$ cat src/rtl/kun16_mmio_pkg.sv
// ============================================================================
// kun16_mmio_pkg : register offsets and bit positions for the KUN16 MMIO block
// Revision 1.0
// ============================================================================
`default_nettype none

package kun16_mmio_pkg;

  localparam logic [3:0] OFS_TXDATA = 4'h0;
  localparam logic [3:0] OFS_RXDATA = 4'h2;
  localparam logic [3:0] OFS_STATUS = 4'h4;
  localparam logic [3:0] OFS_TIMER  = 4'h6;
  localparam logic [3:0] OFS_TCMP   = 4'h8;
  localparam logic [3:0] OFS_CTRL   = 4'hA;

  localparam int ST_TX_EMPTY = 0;
  localparam int ST_TX_FULL  = 1;
  localparam int ST_RX_EMPTY = 2;
  localparam int ST_RX_FULL  = 3;
  localparam int ST_MATCH    = 5;
  localparam int ST_TX_DROP  = 6;

  localparam int CTRL_TIMER_EN     = 0;
  localparam int CTRL_IRQ_EN_MATCH = 1;
  localparam int CTRL_IRQ_EN_RX    = 2;
  localparam int CTRL_W            = 3;

endpackage

`default_nettype wire

$ cat src/rtl/kun16_sync_fifo.sv
// ============================================================================
// kun16_sync_fifo : single-clock FIFO; a push into a full FIFO is accepted
// only when a pop happens on the same edge. Revision 1.0
// ============================================================================
`default_nettype none

module kun16_sync_fifo #(
  parameter int WIDTH = 8,
  parameter int DEPTH = 8
) (
  input  logic             clk,
  input  logic             rst,
  input  logic             push_i,
  input  logic [WIDTH-1:0] din_i,
  input  logic             pop_i,
  output logic             full_o,
  output logic             empty_o,
  output logic [WIDTH-1:0] head_o
);

  localparam int AW = $clog2(DEPTH);

  logic [AW:0]      wr_ptr_q, wr_ptr_d;
  logic [AW:0]      rd_ptr_q, rd_ptr_d;
  logic [WIDTH-1:0] mem_q [DEPTH];
  logic             w_do_push;
  logic             w_do_pop;

  assign empty_o   = (wr_ptr_q == rd_ptr_q);
  assign full_o    = (wr_ptr_q[AW] != rd_ptr_q[AW]) &&
                     (wr_ptr_q[AW-1:0] == rd_ptr_q[AW-1:0]);
  assign w_do_pop  = pop_i & ~empty_o;
  assign w_do_push = push_i & (~full_o | w_do_pop);
  // Empty FIFO presents zero so consumers never see stale storage.
  assign head_o    = empty_o ? '0 : mem_q[rd_ptr_q[AW-1:0]];

  always_comb begin
    wr_ptr_d = wr_ptr_q;
    rd_ptr_d = rd_ptr_q;
    if (w_do_push) wr_ptr_d = wr_ptr_q + {{AW{1'b0}}, 1'b1};
    if (w_do_pop)  rd_ptr_d = rd_ptr_q + {{AW{1'b0}}, 1'b1};
  end

  always_ff @(posedge clk or posedge rst) begin
    if (rst) begin
      wr_ptr_q <= '0;
      rd_ptr_q <= '0;
    end else begin
      wr_ptr_q <= wr_ptr_d;
      rd_ptr_q <= rd_ptr_d;
    end
  end

  always_ff @(posedge clk) begin
    if (w_do_push) mem_q[wr_ptr_q[AW-1:0]] <= din_i;
  end

endmodule

`default_nettype wire

$ cat src/rtl/kun16_mmio_responder.sv
// ============================================================================
// kun16_mmio_responder : 16-byte MMIO window with TX/RX byte FIFOs, a
// compare timer and a level interrupt. Revision 1.0
// ============================================================================
`default_nettype none

module kun16_mmio_responder
  import kun16_mmio_pkg::*;
#(
  parameter logic [15:0] BASE_ADDR = 16'hFF00,
  parameter int          TX_DEPTH  = 8,
  parameter int          RX_DEPTH  = 8
) (
  input  logic        clk,
  input  logic        rst,
  input  logic [15:0] mmio_addr,
  input  logic        mmio_wen,
  input  logic        mmio_ren,
  input  logic [15:0] mmio_wdata,
  output logic [15:0] mmio_rdata,
  output logic        mmio_hit,
  output logic [7:0]  tx_data,
  output logic        tx_valid,
  input  logic        tx_ready,
  input  logic [7:0]  rx_data,
  input  logic        rx_valid,
  output logic        rx_ready,
  output logic        irq
);

  logic [3:0]        w_ofs;
  logic              w_wr, w_rd;
  logic              w_tx_push, w_tx_pop, w_tx_full, w_tx_empty;
  logic              w_rx_push, w_rx_pop, w_rx_full, w_rx_empty;
  logic [7:0]        w_rx_head;
  logic              w_wr_status, w_match_set, w_tx_drop_set;
  logic              w_unused_addr_lsb;
  logic [15:0]       w_status;

  logic [15:0]       count_q, count_d;
  logic [15:0]       tcmp_q, tcmp_d;
  logic [CTRL_W-1:0] ctrl_q, ctrl_d;
  logic              match_q, match_d;
  logic              tx_drop_q, tx_drop_d;

  // Registers are 16-bit aligned; the byte-select bit plays no part in decode.
  assign w_unused_addr_lsb = mmio_addr[0];
  assign w_ofs    = {mmio_addr[3:1], 1'b0};
  assign mmio_hit = (mmio_addr[15:4] == BASE_ADDR[15:4]);
  assign w_wr     = mmio_hit & mmio_wen;
  assign w_rd     = mmio_hit & mmio_ren;

  assign tx_valid      = ~w_tx_empty;
  assign w_tx_pop      = tx_valid & tx_ready;
  assign w_tx_push     = w_wr & (w_ofs == OFS_TXDATA);
  assign w_tx_drop_set = w_tx_push & w_tx_full & ~w_tx_pop;

  assign rx_ready  = ~w_rx_full;
  assign w_rx_push = rx_valid & rx_ready;
  assign w_rx_pop  = w_rd & (w_ofs == OFS_RXDATA) & ~w_rx_empty;

  kun16_sync_fifo #(.WIDTH(8), .DEPTH(TX_DEPTH)) u_tx_fifo (
    .clk     (clk),
    .rst     (rst),
    .push_i  (w_tx_push),
    .din_i   (mmio_wdata[7:0]),
    .pop_i   (w_tx_pop),
    .full_o  (w_tx_full),
    .empty_o (w_tx_empty),
    .head_o  (tx_data)
  );

  kun16_sync_fifo #(.WIDTH(8), .DEPTH(RX_DEPTH)) u_rx_fifo (
    .clk     (clk),
    .rst     (rst),
    .push_i  (w_rx_push),
    .din_i   (rx_data),
    .pop_i   (w_rx_pop),
    .full_o  (w_rx_full),
    .empty_o (w_rx_empty),
    .head_o  (w_rx_head)
  );

  assign w_wr_status = w_wr & (w_ofs == OFS_STATUS);
  assign w_match_set = ctrl_q[CTRL_TIMER_EN] & (count_q == tcmp_q);

  // OR-ing the set term after the clear makes a coincident set win.
  always_comb begin
    count_d   = count_q;
    tcmp_d    = tcmp_q;
    ctrl_d    = ctrl_q;
    match_d   = (match_q & ~(w_wr_status & mmio_wdata[ST_MATCH])) | w_match_set;
    tx_drop_d = (tx_drop_q & ~(w_wr_status & mmio_wdata[ST_TX_DROP])) | w_tx_drop_set;
    if (w_wr && (w_ofs == OFS_TIMER))       count_d = mmio_wdata;
    else if (ctrl_q[CTRL_TIMER_EN])         count_d = count_q + 16'd1;
    if (w_wr && (w_ofs == OFS_TCMP))        tcmp_d  = mmio_wdata;
    if (w_wr && (w_ofs == OFS_CTRL))        ctrl_d  = mmio_wdata[CTRL_W-1:0];
  end

  always_ff @(posedge clk or posedge rst) begin
    if (rst) begin
      count_q   <= '0;
      tcmp_q    <= '0;
      ctrl_q    <= '0;
      match_q   <= 1'b0;
      tx_drop_q <= 1'b0;
    end else begin
      count_q   <= count_d;
      tcmp_q    <= tcmp_d;
      ctrl_q    <= ctrl_d;
      match_q   <= match_d;
      tx_drop_q <= tx_drop_d;
    end
  end

  always_comb begin
    w_status              = '0;
    w_status[ST_TX_EMPTY] = w_tx_empty;
    w_status[ST_TX_FULL]  = w_tx_full;
    w_status[ST_RX_EMPTY] = w_rx_empty;
    w_status[ST_RX_FULL]  = w_rx_full;
    w_status[ST_MATCH]    = match_q;
    w_status[ST_TX_DROP]  = tx_drop_q;
  end

  always_comb begin
    mmio_rdata = '0;
    if (mmio_hit) begin
      case (w_ofs)
        OFS_RXDATA: mmio_rdata = {8'h00, w_rx_head};
        OFS_STATUS: mmio_rdata = w_status;
        OFS_TIMER:  mmio_rdata = count_q;
        OFS_TCMP:   mmio_rdata = tcmp_q;
        OFS_CTRL:   mmio_rdata = {{(16-CTRL_W){1'b0}}, ctrl_q};
        default:    mmio_rdata = '0;
      endcase
    end
  end

  assign irq = (match_q & ctrl_q[CTRL_IRQ_EN_MATCH]) |
               (~w_rx_empty & ctrl_q[CTRL_IRQ_EN_RX]);

endmodule

`default_nettype wire

$ cat config.mk
export PLATFORM = sky130hd
export DESIGN_NAME = kun16_mmio_responder
export DESIGN_NICKNAME = d
export VERILOG_FILES = /design/src/rtl/kun16_mmio_pkg.sv /design/src/rtl/kun16_sync_fifo.sv /design/src/rtl/kun16_mmio_responder.sv
export SDC_FILE = /design/constraint.sdc
export NUM_CORES = 1
export LEC_CHECK = 0
export ABC_AREA = 1
export BUFFER_PORTS_ARGS = -buffer_cell sky130_fd_sc_hd__buf_2
export CAP_MARGIN = 20
export CORE_MARGIN = 2
export CORE_UTILIZATION = 45
export CTS_BUF_LIST = sky130_fd_sc_hd__clkbuf_16
export DETAILED_ROUTE_END_ITERATION = 10
export PLACE_DENSITY = 0.65
export SYNTH_ARGS = -nofsm -noshare
export SYNTH_HDL_FRONTEND = slang
export SYNTH_HIERARCHICAL = 1
export SYNTH_SLANG_ARGS = --single-unit
$ cat constraint.sdc
create_clock -name clk -period 2.9 [get_ports clk]
set_clock_uncertainty 0.15 [all_clocks]
set_input_delay 0 -clock clk [delete_from_list [all_inputs] [get_ports clk]]
set_output_delay 0 -clock clk [all_outputs]
set_load 0.05 [all_outputs]
==> results.json, run 1 <==
{
  "status": "finished clean",
  "hold_class": "input pin to register",
  "post_cts.repair.setup_buffers": 0,
  "crit_fanout": 31,
  "synth_area_leader_cell": "edfxtp_1",
  "place.gp.congestion": 0.8937,
  "hold_path_depth": 8,
  "fp.dieW_um": 146.2,
  "grt-ovfl-total": 0,
  "maxSlewHeadroom_pct": 48.68,
  "rsz0062_at_grt": "no",
  "r2r_start": "u_tx_fifo/rd_ptr_q[1]$_DFFE_PP0P_",
  "vias_per_cell": 5.289,
  "synth_area_um2": 9099,
  "synth_top_area_share_pct": 42.24,
  "grt_max_degree": 38,
  "finalCriticalPeriod_ns": 2.675,
  "antennaDiodeCount": 0,
  "cp.depth": 8,
  "grt_pass1_wl_um": 35880,
  "yosysSeqAreaShare_pct": 56.82,
  "synth_flop_cell": "edfxtp_1",
  "final_core_util_pct": 53.56,
  "worst_path_most_repeated_cell": "nor2_1",
  "rows": 52,
  "drt_first_pass_iters": 5,
  "setup_tns_ns": 0,
  "critPathLaunchType": "register",
  "clkSinkCount": 181,
  "io_pins": 74,
  "syn-num-nets": 1013,
  "drt_iter0_drc": 519,
  "cpPeakStageDelay_ns": 0.46,
  "worst_pin_slew_ns": 0.7670,
  "critPathBufInv": 2,
  "hpwl_um": 14980,
  "detail-route-antenna-nets": 0,
  "yosysMostFrequentCell": "nand2_1",
  "ys_seq_elements": 181,
  "ir_worst_vdd_uv": 424.4,
  "slowest_stage": "dfrtp_1",
  "regArea_um2": 5170,
  "io_buffers": 72,
  "path_cells": "buf_4 -> o21ai_0 -> o22ai_1 -> nor2_1 -> nor2_1 -> nand2_1 -> a21oi_1 -> buf_2",
  "async_reset_ff_share_pct": 29.28,
  "globalRouteTotalUtil_pct": 21.08,
  "ctsHtreeMaxLevel": 4,
  "clk_latency_ns": 0.43,
  "clockBufferDepth": 2,
  "cts_tree": "yes",
  "drive_above_1_share_pct": 18.61,
  "chipHeight_um": 146.2,
  "cp.required_ns": 2.75,
  "antenna_found_initial": 0,
  "reg2reg_depth": 13,
  "drcViolationCount": 0,
  "area_growth_pct": 17.96,
  "end_kind": "output pin",
  "ys_warn_count": 6,
  "synth_edf_count": 128,
  "setup_viol": 0,
  "multi_input_area_um2": 3395,
  "detail_route.wl_per_cell_um": 16.20,
  "slew_violations": 0,
  "cts-root-buf": "clkbuf_16",
  "grt_pass1_vias": 6884,
  "syn_inst": 962,
  "startpoint": "u_rx_fifo/rd_ptr_q[0]$_DFFE_PP0P_",
  "cts_buffers": 17,
  "clkTransAtPathRegs_ns": 0.07,
  "maxCapViolCount": 0,
  "totalWireLength_um": 22050,
  "die-area_um2": 21370,
  "synthTopCellsByArea": "edfxtp_1 (42%), dfrtp_1 (15%), nand2_1 (7.2%), nor2_1 (6.9%), o21ai_0 (5.4%)",
  "reg2reg_slack_ns": 0.24,
  "ys_types": 42,
  "fin_nets": 1129,
  "fmax_ghz": 0.3739,
  "hold_violations": 0,
  "critPathArrivalTime_ns": 2.52,
  "finalCritPeriodShare_pct": 92.23,
  "hold_start": "mmio_addr[5]",
  "vias": 7199,
  "coreArea_um2": 20040,
  "power.leakage_nw": 4.401,
  "crit_type": "register to output pin",
  "final.fill_count": 1820,
  "syn_avg_cell_area_um2": 9.458,
  "crit_family": "buffers and inverters",
  "power_mw": 6.000,
  "start_util_pct": 45.40,
  "power_density_nw_per_um2": 559.0,
  "holdWs_ns": 0.03422,
  "synth_commonest_cells": "nand2_1 (174), nor2_1 (167), edfxtp_1 (128)"
}
## layer usage
layer,GRT usage [%],wire length (µm),up-vias
met5,0,0,-
met4,7.282,497,0
met3,3.469,1167,37
met2,34.27,10500,235
met1,28.94,9878,3423
li1,-,-,3504
## flip-flops by register name, summed over array words and instances (netlist names)
register            cells
u_tx_fifo/wr_ptr_q      4
u_rx_fifo/rd_ptr_q      4
u_tx_fifo/rd_ptr_q      4
count_q                16
u_tx_fifo/mem_q        64
match_q                 1
u_rx_fifo/wr_ptr_q      4
tcmp_q                 16
tx_drop_q               1
ctrl_q                  3
u_rx_fifo/mem_q        64
## through the flow
| stage | worst slack (ns) | instance area [µm²] | cells |
|---|---|---|---|
| after floorplan | 0.05777 | 9099 | 962 |
| after global placement | 0.3372 | 9769 | 1292 |
| after detailed placement | 0.2524 | 9769 | 1292 |
| after CTS | 0.2388 | 10730 | 1361 |
| after global routing | 0.01227 | 10730 | 1361 |
| final | 0.2253 | 10730 | 1361 |
## where the power goes
group	switching [mW]	total (mW)	internal [mW]
registers	0.0879	3.02	2.93
logic	0.451	0.708	0.257
clock network	1.11	2.27	1.17
total	1.65	6.00	4.35
## worst paths after layout
| check | end |
|---|---|
| max | mmio_rdata[6] |
| min | count_q[0]$_DFFE_PP0P_ |
| max reg2reg | u_tx_fifo/mem_q[3][1]$_DFFE_PP_ |
| min reg2reg | match_q$_DFF_PP0_ |
| max in group asynchronous | u_tx_fifo/rd_ptr_q[2]$_DFFE_PP0P_ |
| min in group asynchronous | tx_drop_q$_DFF_PP0_ |
## cells in the final DEF (no fill, tap or decap), drive strengths merged
cell and n:
edfxtp 128, clkbuf 17, nand4 10, o22ai 22, xor2 15, dfrtp 53
o2bb2ai 1, clkinv 6, clkinvlp 1, buf 107, nand2 182, nor2 172
xnor2 10, a41oi 1, nand3 111, inv 73, dlygate4sd3 37, ha 5
o211ai 3, o21ai 117, a21oi 14, nor3 5, nor4 1
## worst reg2reg max path, cell delays in order (launching register included)
cell     delay (ns)
dfrtp_1        0.46
inv_2          0.16
nand2_1        0.06
nand2_1        0.10
nor2_4         0.06
nand3_2        0.07
inv_2          0.03
inv_1          0.06
nand2_1        0.08
inv_1          0.15
inv_1          0.09
nand4_4        0.13
nand2_4        0.09
nor2_1         0.59
## cells by family after synthesis
kind of cell | after synthesis | share of synthesized area, %
flip-flops | 181 | 56.82
adder cells (fa/ha/maj) | 5 | 0.6876
XOR/XNOR | 25 | 2.737
AND/OR/NAND/NOR | 481 | 24.53
buffers and inverters | 112 | 5.872
AO/OA/AOI/OAI | 158 | 9.351
## area by class of cell
class,instances,area share (%)
tap,270,3.148
inverter,65,2.273
clock inverter,15,1.562
multi-input combinational,669,31.63
clock buffer,17,3.964
sequential,181,48.17
timing repair buffer,144,9.256
## timing repair
item,CTS,global route
hold buffers,37,0
setup endpoints to repair,0,0
hold endpoints to repair,228,0
resized for setup,0,0
Note: power is estimated with default switching activity, not from simulation.
==> run 2, diff against run 1 <==
- CTS_BUF_LIST: sky130_fd_sc_hd__clkbuf_16 -> sky130_fd_sc_hd__clkbuf_8
==> run 2 against run 1 <==
Net effect: sequential share of layout area increased by 0.72 points; die area unchanged; register-to-register slack about the same; core utilization fell by 0.79 points; global-route usage shrank 0.16 points; design area shrank 1.5%; routed wire length is 0.56% lower; clock power fell by 25%; via count down 0.69%; combinational power about the same; final cell count increased by 0.22%; largest power group unchanged; highest routed layer unchanged.
==> results.json, run 2 (synthesized netlist as in run 1, its figures left out) <==
{
  "fp.dieW_um": 146.2,
  "end_kind": "output pin",
  "hold_class": "input pin to async pin",
  "hpwl_um": 14980,
  "rsz0062_at_grt": "no",
  "coreArea_um2": 20040,
  "die-area_um2": 21370,
  "post_cts.repair.setup_buffers": 0,
  "totalWireLength_um": 21920,
  "multi_input_area_um2": 3395,
  "grt_pass1_wl_um": 35580,
  "final.fill_count": 1848,
  "place.gp.congestion": 0.8937,
  "regArea_um2": 5170,
  "setup_viol": 0,
  "ctsHtreeMaxLevel": 4,
  "io_buffers": 72,
  "area_growth_pct": 16.23,
  "detail-route-antenna-nets": 0,
  "setup_tns_ns": 0,
  "fin_nets": 1132,
  "crit_fanout": 33,
  "fin_area_um2": 10580,
  "maxCapViolCount": 0,
  "power.leakage_nw": 4.318,
  "clk_latency_ns": 0.46,
  "chipHeight_um": 146.2,
  "vias": 7149,
  "slew_violations": 0,
  "r2r_start": "u_tx_fifo/rd_ptr_q[1]$_DFFE_PP0P_",
  "globalRouteTotalUtil_pct": 20.93,
  "antennaDiodeCount": 0,
  "fmax_ghz": 0.3720,
  "critPathLaunchType": "register",
  "cts-root-buf": "clkbuf_8",
  "clkTransAtPathRegs_ns": 0.10,
  "antenna_found_initial": 0,
  "drt_iter0_drc": 564,
  "drcViolationCount": 0,
  "grt_max_degree": 38,
  "crit_type": "register to output pin",
  "final_common_cell": "nand2_1",
  "power_density_nw_per_um2": 513.0,
  "cp.required_ns": 2.75,
  "power_mw": 5.425,
  "final_core_util_pct": 52.77,
  "clockBufferDepth": 2,
  "grt_pass1_vias": 6849,
  "io_pins": 74,
  "clkSinkCount": 181,
  "drive_above_1_share_pct": 18.56,
  "finalCritPeriodShare_pct": 92.70,
  "finalCriticalPeriod_ns": 2.688,
  "critPathArrivalTime_ns": 2.54,
  "drt_first_pass_iters": 5,
  "vias_per_cell": 5.241,
  "hold_violations": 0,
  "status": "finished clean",
  "rows": 52,
  "ir_worst_vdd_uv": 300.2,
  "placed_cell_area_um2": 9769,
  "maxSlewHeadroom_pct": 48.19,
  "worst_pin_slew_ns": 0.7743,
  "grt-ovfl-total": 0,
  "cts_tree": "yes",
  "detail_route.wl_per_cell_um": 16.07,
  "start_util_pct": 45.40,
  "startpoint": "u_rx_fifo/rd_ptr_q[0]$_DFFE_PP0P_",
  "mostFrequentLayoutCells": "nand2_1 (174), nor2_1 (167), edfxtp_1 (128)",
  "cts_buffers": 17
}
==> run 2: routing by layer <==
layer	share of wire [%]	vias to the layer above	track usage [%]
met4	2.3	0	7.087
met1	45	3403	28.57
met3	5.3	34	3.813
met5	0	-	0
li1	-	3499	-
met2	47	213	33.99
==> run 2: final timing paths <==
kind / slack (ns) / endpoint / cells past startpoint
max reg2reg: 0.24 / u_tx_fifo/mem_q[3][7]$_DFFE_PP_ / 13
max in group asynchronous: 1.78 / u_tx_fifo/wr_ptr_q[1]$_DFFE_PP0P_ / 4
min in group clk: 0.16 / tcmp_q[9]$_DFFE_PP0P_ / 4
max: 0.21 / mmio_rdata[0] / 11
min reg2reg: 0.34 / match_q$_DFF_PP0_ / 2
min: 0.09 / tx_drop_q$_DFF_PP0_ / 4
==> run 2: final cells by class <==
| type | count | share of cell area [%] |
|---|---|---|
| clock inverters | 15 | 1.585 |
| well taps | 270 | 3.195 |
| repair buffers | 147 | 9.714 |
| flip-flops and latches | 181 | 48.89 |
| inverters | 65 | 2.307 |
| multi-input cells | 669 | 32.10 |
| clock buffers | 17 | 2.212 |
==> run 2: through the flow <==
stage | worst slack [ns] | hold slack, ns | instances
floorplan | 0.05777 | -0.3343 | 962
global placement | 0.3372 | -0.1339 | 1292
detailed placement | 0.2524 | -0.1255 | 1292
CTS | 0.2005 | 0.07673 | 1364
global route | 0.007063 | 0.1237 | 1364
finish | 0.2117 | 0.09241 | 1364
==> run 2: power breakdown <==
group / internal, mW / switching (mW) / total [mW] / leakage (nW)
clock: 0.660 / 1.04 / 1.70 / 0.200
sequential: 2.93 / 0.0883 / 3.02 / 1.88
combinational: 0.257 / 0.449 / 0.706 / 2.24
total: 3.85 / 1.58 / 5.42 / 4.32
==> run 2: what timing repair did <==
item                                   in CTS  in global routing
setup endpoints to repair                   0                  1
hold buffers                               40                  0
gates resized for setup                     0                  1
endpoints found under the hold margin     230                  0
==> run 2: worst max-delay path, cell delays in order, from the launching register on <==
cell and delay, ns:
dfrtp_1 0.48, inv_2 0.09, buf_4 0.31, o21ai_0 0.14
o22ai_1 0.22, nor2_1 0.07, nor2_1 0.12, nand2_1 0.08
o211ai_1 0.10, nor2_1 0.08, nor2_1 0.12, buf_2 0.28
